[src/rtl/pack24_pkg.sv]
// pack24_pkg: shared widths, FSM encodings and owner-width helper for pack24_rr_sched.
package pack24_pkg;

    localparam int DATA_IN_W       = 24;
    localparam int DATA_OUT_W      = 128;
    localparam int BEATS_PER_FRAME = 16;

    typedef logic [0:0] state_t;

    localparam state_t IDLE  = 1'b0;
    localparam state_t BURST = 1'b1;

    function automatic int owner_w(input int n);
        return (n > 2) ? $clog2(n) : 1;
    endfunction

endpackage

[src/rtl/rr_pick.sv]
// rr_pick: round-robin first-set search of req starting at ptr, wrapping at N-1 -> 0.
module rr_pick #(
    parameter int N = 2,
    parameter int W = 1
) (
    input  logic [N-1:0] req,
    input  logic [W-1:0] ptr,
    output logic [W-1:0] idx,
    output logic         any
);

    always_comb begin
        logic [W-1:0] j;
        idx = '0;
        j   = '0;
        // Walk the wrapped distance downward so the nearest requester wins last.
        for (int k = N - 1; k >= 0; k--) begin
            j = W'((int'(ptr) + k) % N);
            if (req[j]) idx = j;
        end
    end

    assign any = |req;

endmodule

[src/rtl/pack24_rr_sched.sv]
// pack24_rr_sched: frame-granular round-robin feeder for a shared 24-to-128 packer.
// Optional pad-on-stall behaviour is enabled by defining PACK_PAD_EN.
module pack24_rr_sched
    import pack24_pkg::*;
#(
    parameter int N_SRC           = 2,
    parameter int BEATS_PER_FRAME = pack24_pkg::BEATS_PER_FRAME,
    parameter int IDLE_LIMIT      = 8,
    parameter int OW              = owner_w(N_SRC)
) (
    input  logic                       clk,
    input  logic                       rst_n,
    input  logic [N_SRC-1:0]           src_req,
    input  logic [N_SRC-1:0]           src_valid,
    input  logic [DATA_IN_W*N_SRC-1:0] src_data,
    output logic [N_SRC-1:0]           src_ready,
    output logic                       pk_valid,
    output logic [DATA_IN_W-1:0]       pk_data,
    output logic [OW-1:0]              pk_owner,
    output logic                       frame_done,
    output logic                       pad_err
);

    localparam int CW = $clog2(BEATS_PER_FRAME);

    state_t                state;
    logic [OW-1:0]         grant;
    logic [OW-1:0]         rr_ptr;
    logic [OW-1:0]         pick_idx;
    logic                  pick_any;
    logic [CW-1:0]         beat_cnt;
    logic [DATA_IN_W-1:0]  beat_data;
    logic                  pad_mode;
    logic                  accept;
    logic                  beat;
    logic                  last;

    rr_pick #(
        .N (N_SRC),
        .W (OW)
    ) u_pick (
        .req (src_req),
        .ptr (rr_ptr),
        .idx (pick_idx),
        .any (pick_any)
    );

`ifdef PACK_PAD_EN
    localparam int SW = $clog2(IDLE_LIMIT + 1);

    logic [SW-1:0] stall_cnt;
    logic          pad_flag;

    assign pad_mode = (state == BURST) && (stall_cnt == SW'(IDLE_LIMIT));
    assign pad_err  = pad_flag;

    // Saturates at IDLE_LIMIT so pad mode persists until the frame closes.
    always_ff @(posedge clk or negedge rst_n) begin
        if (!rst_n) begin
            stall_cnt <= '0;
            pad_flag  <= 1'b0;
        end else begin
            if (state != BURST || accept)
                stall_cnt <= '0;
            else if (!pad_mode)
                stall_cnt <= stall_cnt + 1'b1;
            if (pad_mode)
                pad_flag <= 1'b1;
        end
    end
`else
    assign pad_mode = 1'b0;
    assign pad_err  = 1'b0;
`endif

    assign src_ready = (state == BURST && !pad_mode) ? (N_SRC'(1) << grant) : '0;
    assign accept    = |(src_valid & src_ready);
    assign beat_data = src_data[DATA_IN_W*int'(grant) +: DATA_IN_W];
    assign beat      = accept || pad_mode;
    assign last      = beat && (beat_cnt == CW'(BEATS_PER_FRAME - 1));
    assign pk_owner  = grant;

    always_ff @(posedge clk or negedge rst_n) begin
        if (!rst_n) begin
            state      <= IDLE;
            grant      <= '0;
            rr_ptr     <= '0;
            beat_cnt   <= '0;
            pk_valid   <= 1'b0;
            pk_data    <= '0;
            frame_done <= 1'b0;
        end else begin
            pk_valid   <= beat;
            frame_done <= last;
            if (beat)
                pk_data <= pad_mode ? '0 : beat_data;
            if (state == IDLE) begin
                if (pick_any) begin
                    state <= BURST;
                    grant <= pick_idx;
                end
            end else if (last) begin
                state    <= IDLE;
                beat_cnt <= '0;
                rr_ptr   <= (grant == OW'(N_SRC - 1)) ? '0 : grant + 1'b1;
            end else if (beat) begin
                beat_cnt <= beat_cnt + 1'b1;
            end
        end
    end

endmodule

[config.mk]
export PLATFORM = sky130hd
export DESIGN_NAME = pack24_rr_sched
export DESIGN_NICKNAME = d
export VERILOG_FILES = /design/src/rtl/pack24_pkg.sv /design/src/rtl/rr_pick.sv /design/src/rtl/pack24_rr_sched.sv
export SDC_FILE = /design/constraint.sdc
export NUM_CORES = 1
export LEC_CHECK = 0
export CAP_MARGIN = 15
export CORE_ASPECT_RATIO = 1.75
export CORE_MARGIN = 2
export CORE_UTILIZATION = 52
export DETAILED_ROUTE_END_ITERATION = 6
export DONT_BUFFER_PORTS = 1
export PLACE_DENSITY = 0.8
export SYNTH_ARGS = -nofsm -noshare
export SYNTH_HDL_FRONTEND = slang
export SYNTH_SLANG_ARGS = --single-unit
[constraint.sdc]
create_clock -name clk -period 1.37 [get_ports clk]
set_input_delay 0.2055 -clock clk [delete_from_list [all_inputs] [get_ports clk]]
set_output_delay 0.2055 -clock clk [all_outputs]
set_load 0.03 [all_outputs]
Yosys cells after proc, flatten, opt, wreduce, memory -nomap -nowiden
Index checks and enable logic that the tools add are counted.

Register bits after elaboration: 33. Bits of input ports: 54. Output and inout bits: 30. Word-level logic and storage cells: 38.

$add $sub $neg: 3. Multiply operators: 1. $lt $le $gt $ge: 2. Equal/unequal tests: 1. Shift-type cells: 2. Mux-type cells: 13. Bitwise operators: 2. Reductions and logical operators: 7.

Operator list (number): $shiftx 48x7->24 (1); $mux 1 (10); $mux 4 (2); $reduce_and 2->1 (3); $add 4x1->4 const B (1); $eq 4x4->1 const B (1); $lt 1x2->1 const B (2); $reduce_or 2->1 (2); $mul 2x1->3 const A (1); $add 1x1->1 const B (2); $and 2x2->2 (1); $mux 2 (1); $reduce_bool 2->1 (1); $shl 1x1->2 const A (1); $logic_and 1x1->1 (1); $not 1->1 (1).

Longest topological paths before layout
Depth after elaboration: 7. Depth in mapped cells: 4. Mapped depth without buffers: 4.

Modules after synthesis
A second synthesis with hierarchy kept.

Cells, all modules: 145. Area total of the unflattened synthesis: 1564.0 um^2.

By module, submodules not included: pack24_rr_sched (instances 1, cells each 142, area each 1546.5 um^2, seq. area each 825.8 um^2); rr_pick (instances 1, cells each 3, area each 17.5 um^2, seq. area each 0.0 um^2).

Least setup slack after synthesis
Ideal clock, no wire load.

Kind: register to output. From: register grant (netlist: pk_owner). To: output port src_ready[1]. Data arrival time: 1391 ps. Data required time: 1165 ps. Setup slack: -226 ps. Cell stages (with the launch flop): 4. Path buffers: 2. Path through: dfrtp_1 > buf_4 > buf_2 > and2_1.

Cells in the longest elaborated chain, start to end: 2.

RTL lines: start: declaration (RTL line pack24_rr_sched.sv:27) `logic [OW-1:0] grant;`; start signal: assignment (RTL line pack24_rr_sched.sv:100) `grant <= pick_idx;`; $shl 1x1->2 (RTL line pack24_rr_sched.sv:76) `assign src_ready = (state == BURST && !pad_mode) ? (N_SRC'(1) << grant) : '0;`; $mux 2 (RTL line pack24_rr_sched.sv:76); end: declaration (RTL line pack24_rr_sched.sv:16) `output logic [N_SRC-1:0] src_ready,`.

No other way between the ends.

Final worst setup path
From: register grant (netlist: pk_owner). To: register beat_cnt[1].

Cells in the longest elaborated chain, start to end: 7. Elaborated cells on any way between the ends: 8. Those cells by class: shift (1); mux (2); bitwise (1); reduce/logical (4).

RTL lines: $shl 1x1->2 (*) (RTL line pack24_rr_sched.sv:76); $mux 2 (*) (RTL line pack24_rr_sched.sv:76); $and 2x2->2 (*) (RTL line pack24_rr_sched.sv:77) `assign accept = |(src_valid & src_ready);`; $reduce_or 2->1 (*) (RTL line pack24_rr_sched.sv:77); $logic_and 1x1->1 (RTL line pack24_rr_sched.sv:80) `assign last = beat && (beat_cnt == CW'(BEATS_PER_FRAME - 1));`; $reduce_bool 2->1 (no line); $reduce_and 2->1 (no line); end signal: assignment (RTL line pack24_rr_sched.sv:107) `beat_cnt <= beat_cnt + 1'b1;`; end: declaration (RTL line pack24_rr_sched.sv:31) `logic [CW-1:0] beat_cnt;`.

Every way passes the cells marked *; elsewhere a longest branch is shown, timed or not. A chain may end at the register's enable or synchronous reset.

==> results.md <==
* Ys Warns at 0
* Synthesized area per cell at 10.8 um^2
* CP max stage delay at 0.48 ns
* Int Power at 2980 uW
* Most frequent cell after synthesis: o21ai_1
* Mux share of post-synthesis cell area at 18.0%
* Primary FF master, synth: dfrtp_1
* Dominant cells by area after synthesis: dfrtp_1 (53%), mux2i_1 (15%), o21ai_1 (14%)
* Clock-pin slew on the worst setup and hold paths at 0.07 ns
* Final period utilization at 99.9%
* Final setup fails at 0
* Die Area at 3470 um^2
* Gate power share at 35.0%
* Core area at 2900 um^2
* Most used cell, CP: mux2_4
* EDFF count, synth at 0
* Fin cells at 184
* RSZ-0062 raised after global routing: yes
* Clock tree buffer depth at 2
* Worst skew pair latency at 0.29 ns
* Fillers at 243
* XOR/XNOR share of the synthesized area at 0.561%
* P_leak at 0.000817 uW
* WL met1 at 1280 um
* Die Y-Extent at 76.5 um
* Sequential Power Share at 47.5%
* DR WL/cell at 21.9 um
* Final hold viol count at 0
* Adder-Cell Fraction of Synth Area at 0.802%
* Global-route wire length before repair at 6050 um
* Crit end category: register
* Metal2 WL at 2260 um
* I/O Pins at 84
* WS Path Type: register to register
* WL met3 at 384 um
* CP Cell Sequence: mux2_4, nand2_4, mux2_4
* Commonest cells post-synth: o21ai_1 (45), dfrtp_1 (33), mux2i_1 (24)
* Total CTS buffers at 5
* Synth Area in Compound Gates at 19.3%
* Hold depth at 1
* Syn Nets at 200
* GRT Total Usage at 23.8%
* Layout cell share with drive strength beyond 1 at 20.5%
* Placed insts at 169
* Buffers on Ports at 0
* Seq cells post-synth at 33
* Seq/Total Area, Yosys at 52.9%
* H-tree Lvls at 2
* Largest net degree at the start of global routing at 34
* Crit-path slowest cell: dfrtp_2
* Area leader, netlist: dfrtp_1
* Async set-reset flop share out of synthesis at 100%
* Antenna Nets Post-Route at 0
* Clock sink count at 33
* Synth top area share at 52.9%
* Area growth from synthesis to layout at 21.2%
* 1st-pass router iterations at 4
* Switch Pwr at 2420 uW
* Mapped Area at 1560 um^2
* Top layer in use: met4
* R2R depth at 3
* Horiz. Die Dim at 45.4 um
* Clk network pwr share at 17.5%
* Final Core Density at 65.3%
* PD cells at 2860 nW/um^2
* Main combinational cell family by area after synthesis: compound AO/OA/AOI/OAI gates
* DP Wirelength at 2610 um
* N_diodes at 0
* Initial Utilization at 53.9%
* Worst hold path class: primary input to register
* CTS tree: yes
* Max-cap viol count at 0
* Nets at 210
* Starting DRT DRC Count at 57
* WP data arrival at 1.54 ns
* Clock skew at 0.00780 ns
* Yosys cell types at 25
* Vias in the first global route at 1,236
* Vias/cell at 6.74
* Peak supply drop at 1830 uV
* Switching share of power at 44.8%
* F_max at 730 MHz
* FF/Latch Area at 830 um^2
* Status: finished, final reports clean
* Post-route DRC at 0
* Antenna violations before repair at 0
* Via count at 1,241
* Final Max Tran Viols at 0
* RePlAce Congestion at 0.758
* Crit path max fanout at 6
* Area of the multi-input gates at 692 um^2
* Clk root buf: clkbuf_8
* Post-Syn Instances at 145
* # rows at 26
* WL final at 4030 um
* Overflow left after global routing at 0
* CP Data Required Time at 1.54 ns
* Setup crit start kind: register
* Final worst path period need at 1.37 ns
* Post-Synth Simple-Gate Area at 3.21%
[power groups by stage]
| stage | clock network (uW) | logic (uW) | registers, uW |
|---|---|---|---|
| 2_1_floorplan | 0 | 1240 | 2460 |
| 3_3_place_gp | 0 | 1430 | 2520 |
| 3_5_place_dp | 0 | 1510 | 2560 |
| 4_1_cts | 956 | 1710 | 2540 |
| 5_1_grt | 987 | 2060 | 2640 |
| 6_report | 942 | 1890 | 2560 |
[logic make-up (layout without fill, tap and decap cells)]
group	after synthesis	count (layout)
other	1	1
xor gates and xnor gates	1	1
AOI/OAI and AO/OA	57	57
buffers and inverters	14	25
and+or+nand+nor	11	11
DFF	33	33
adders and majority gates	1	1
muxes	27	27
[metal layers]
metal / track usage, % / up-vias
li1: - / 541
met1: 28.1 / 601
met2: 37.6 / 87
met3: 6.40 / 12
met4: 12.1 / 0
met5: 0 / -
[sequential cells by signal, indices dropped and copies added (netlist names)]
register    count
rr_ptr          1
pk_valid        1
beat_cnt        4
state           1
pk_data        24
frame_done      1
pk_owner        1
[metrics by stage]
| stage | hold slack, ns | instance area, um^2 | TNS [ns] | power (uW) | worst slack (ns) |
|---|---|---|---|---|---|
| floorplan | -0.0901 | 1580 | -0.0506 | 3700 | -0.0506 |
| global placement | -0.0895 | 1610 | 0 | 3950 | 0.0573 |
| detailed placement | -0.0894 | 1610 | 0 | 4070 | 0.00130 |
| CTS | 0.0395 | 1810 | 0 | 5210 | 0.000872 |
| global route | 0.0515 | 1890 | -0.0574 | 5690 | -0.0227 |
| finish | 0.0412 | 1890 | 0 | 5400 | 0.000816 |
[critical path, delay by kind of cell, from the launching register on]
family | cells | cell delay (ns)
mux | 2 | 0.66
simple gates | 1 | 0.12
flops | 1 | 0.48
[cell type report]
type | count | share of cell area (%)
Inverter | 2 | 0.397
Multi-Input combinational cell | 98 | 36.6
Timing Repair Buffer | 15 | 11.1
Clock inverter | 1 | 1.59
Clock buffer | 7 | 4.57
Tap cell | 28 | 1.85
Sequential cell | 33 | 43.9
[what timing repair did]
| action | 4_1_cts | 5_1_grt |
|---|---|---|
| endpoints found under the setup margin | 3 | 23 |
| resized for setup | 3 | 10 |
| hold buffers | 2 | 0 |
| hold endpoints to repair | 33 | 0 |
| buffers inserted | 2 | 1 |
| pin swaps | 1 | 0 |
| gates cloned | 1 | 1 |
[worst paths after layout]
check | slack (ns) | startpoint | end
min reg2reg | 0.52 | rr_ptr$_DFFE_PN0P_ | rr_ptr$_DFFE_PN0P_
max in group asynchronous | 0.79 | rst_n | state$_DFF_PN0_
max reg2reg | 0.0008 | pk_owner$_DFFE_PN0P_ | beat_cnt[1]$_DFFE_PN0P_
min | 0.04 | src_req[0] | pk_owner$_DFFE_PN0P_
min in group asynchronous | 0.39 | rst_n | pk_data[17]$_DFFE_PN0N_
max | 0.0008 | pk_owner$_DFFE_PN0P_ | beat_cnt[1]$_DFFE_PN0P_
[cells in the final DEF, fill, tap and decap left out, drive strengths merged]
master	count
a21oi	2
a31oi	1
and2	1
buf	12
bufbuf	1
bufinv	1
clkbuf	8
conb	1
dfrtp	33
dlygate4sd3	1
ha	1
inv	2
mux2	2
mux2i	25
nand2	3
nand3	4
nor2	2
nor3	1
o21ai	50
o31ai	2
o32a	2
xnor2	1
Note: power is estimated with default switching activity, not from simulation.
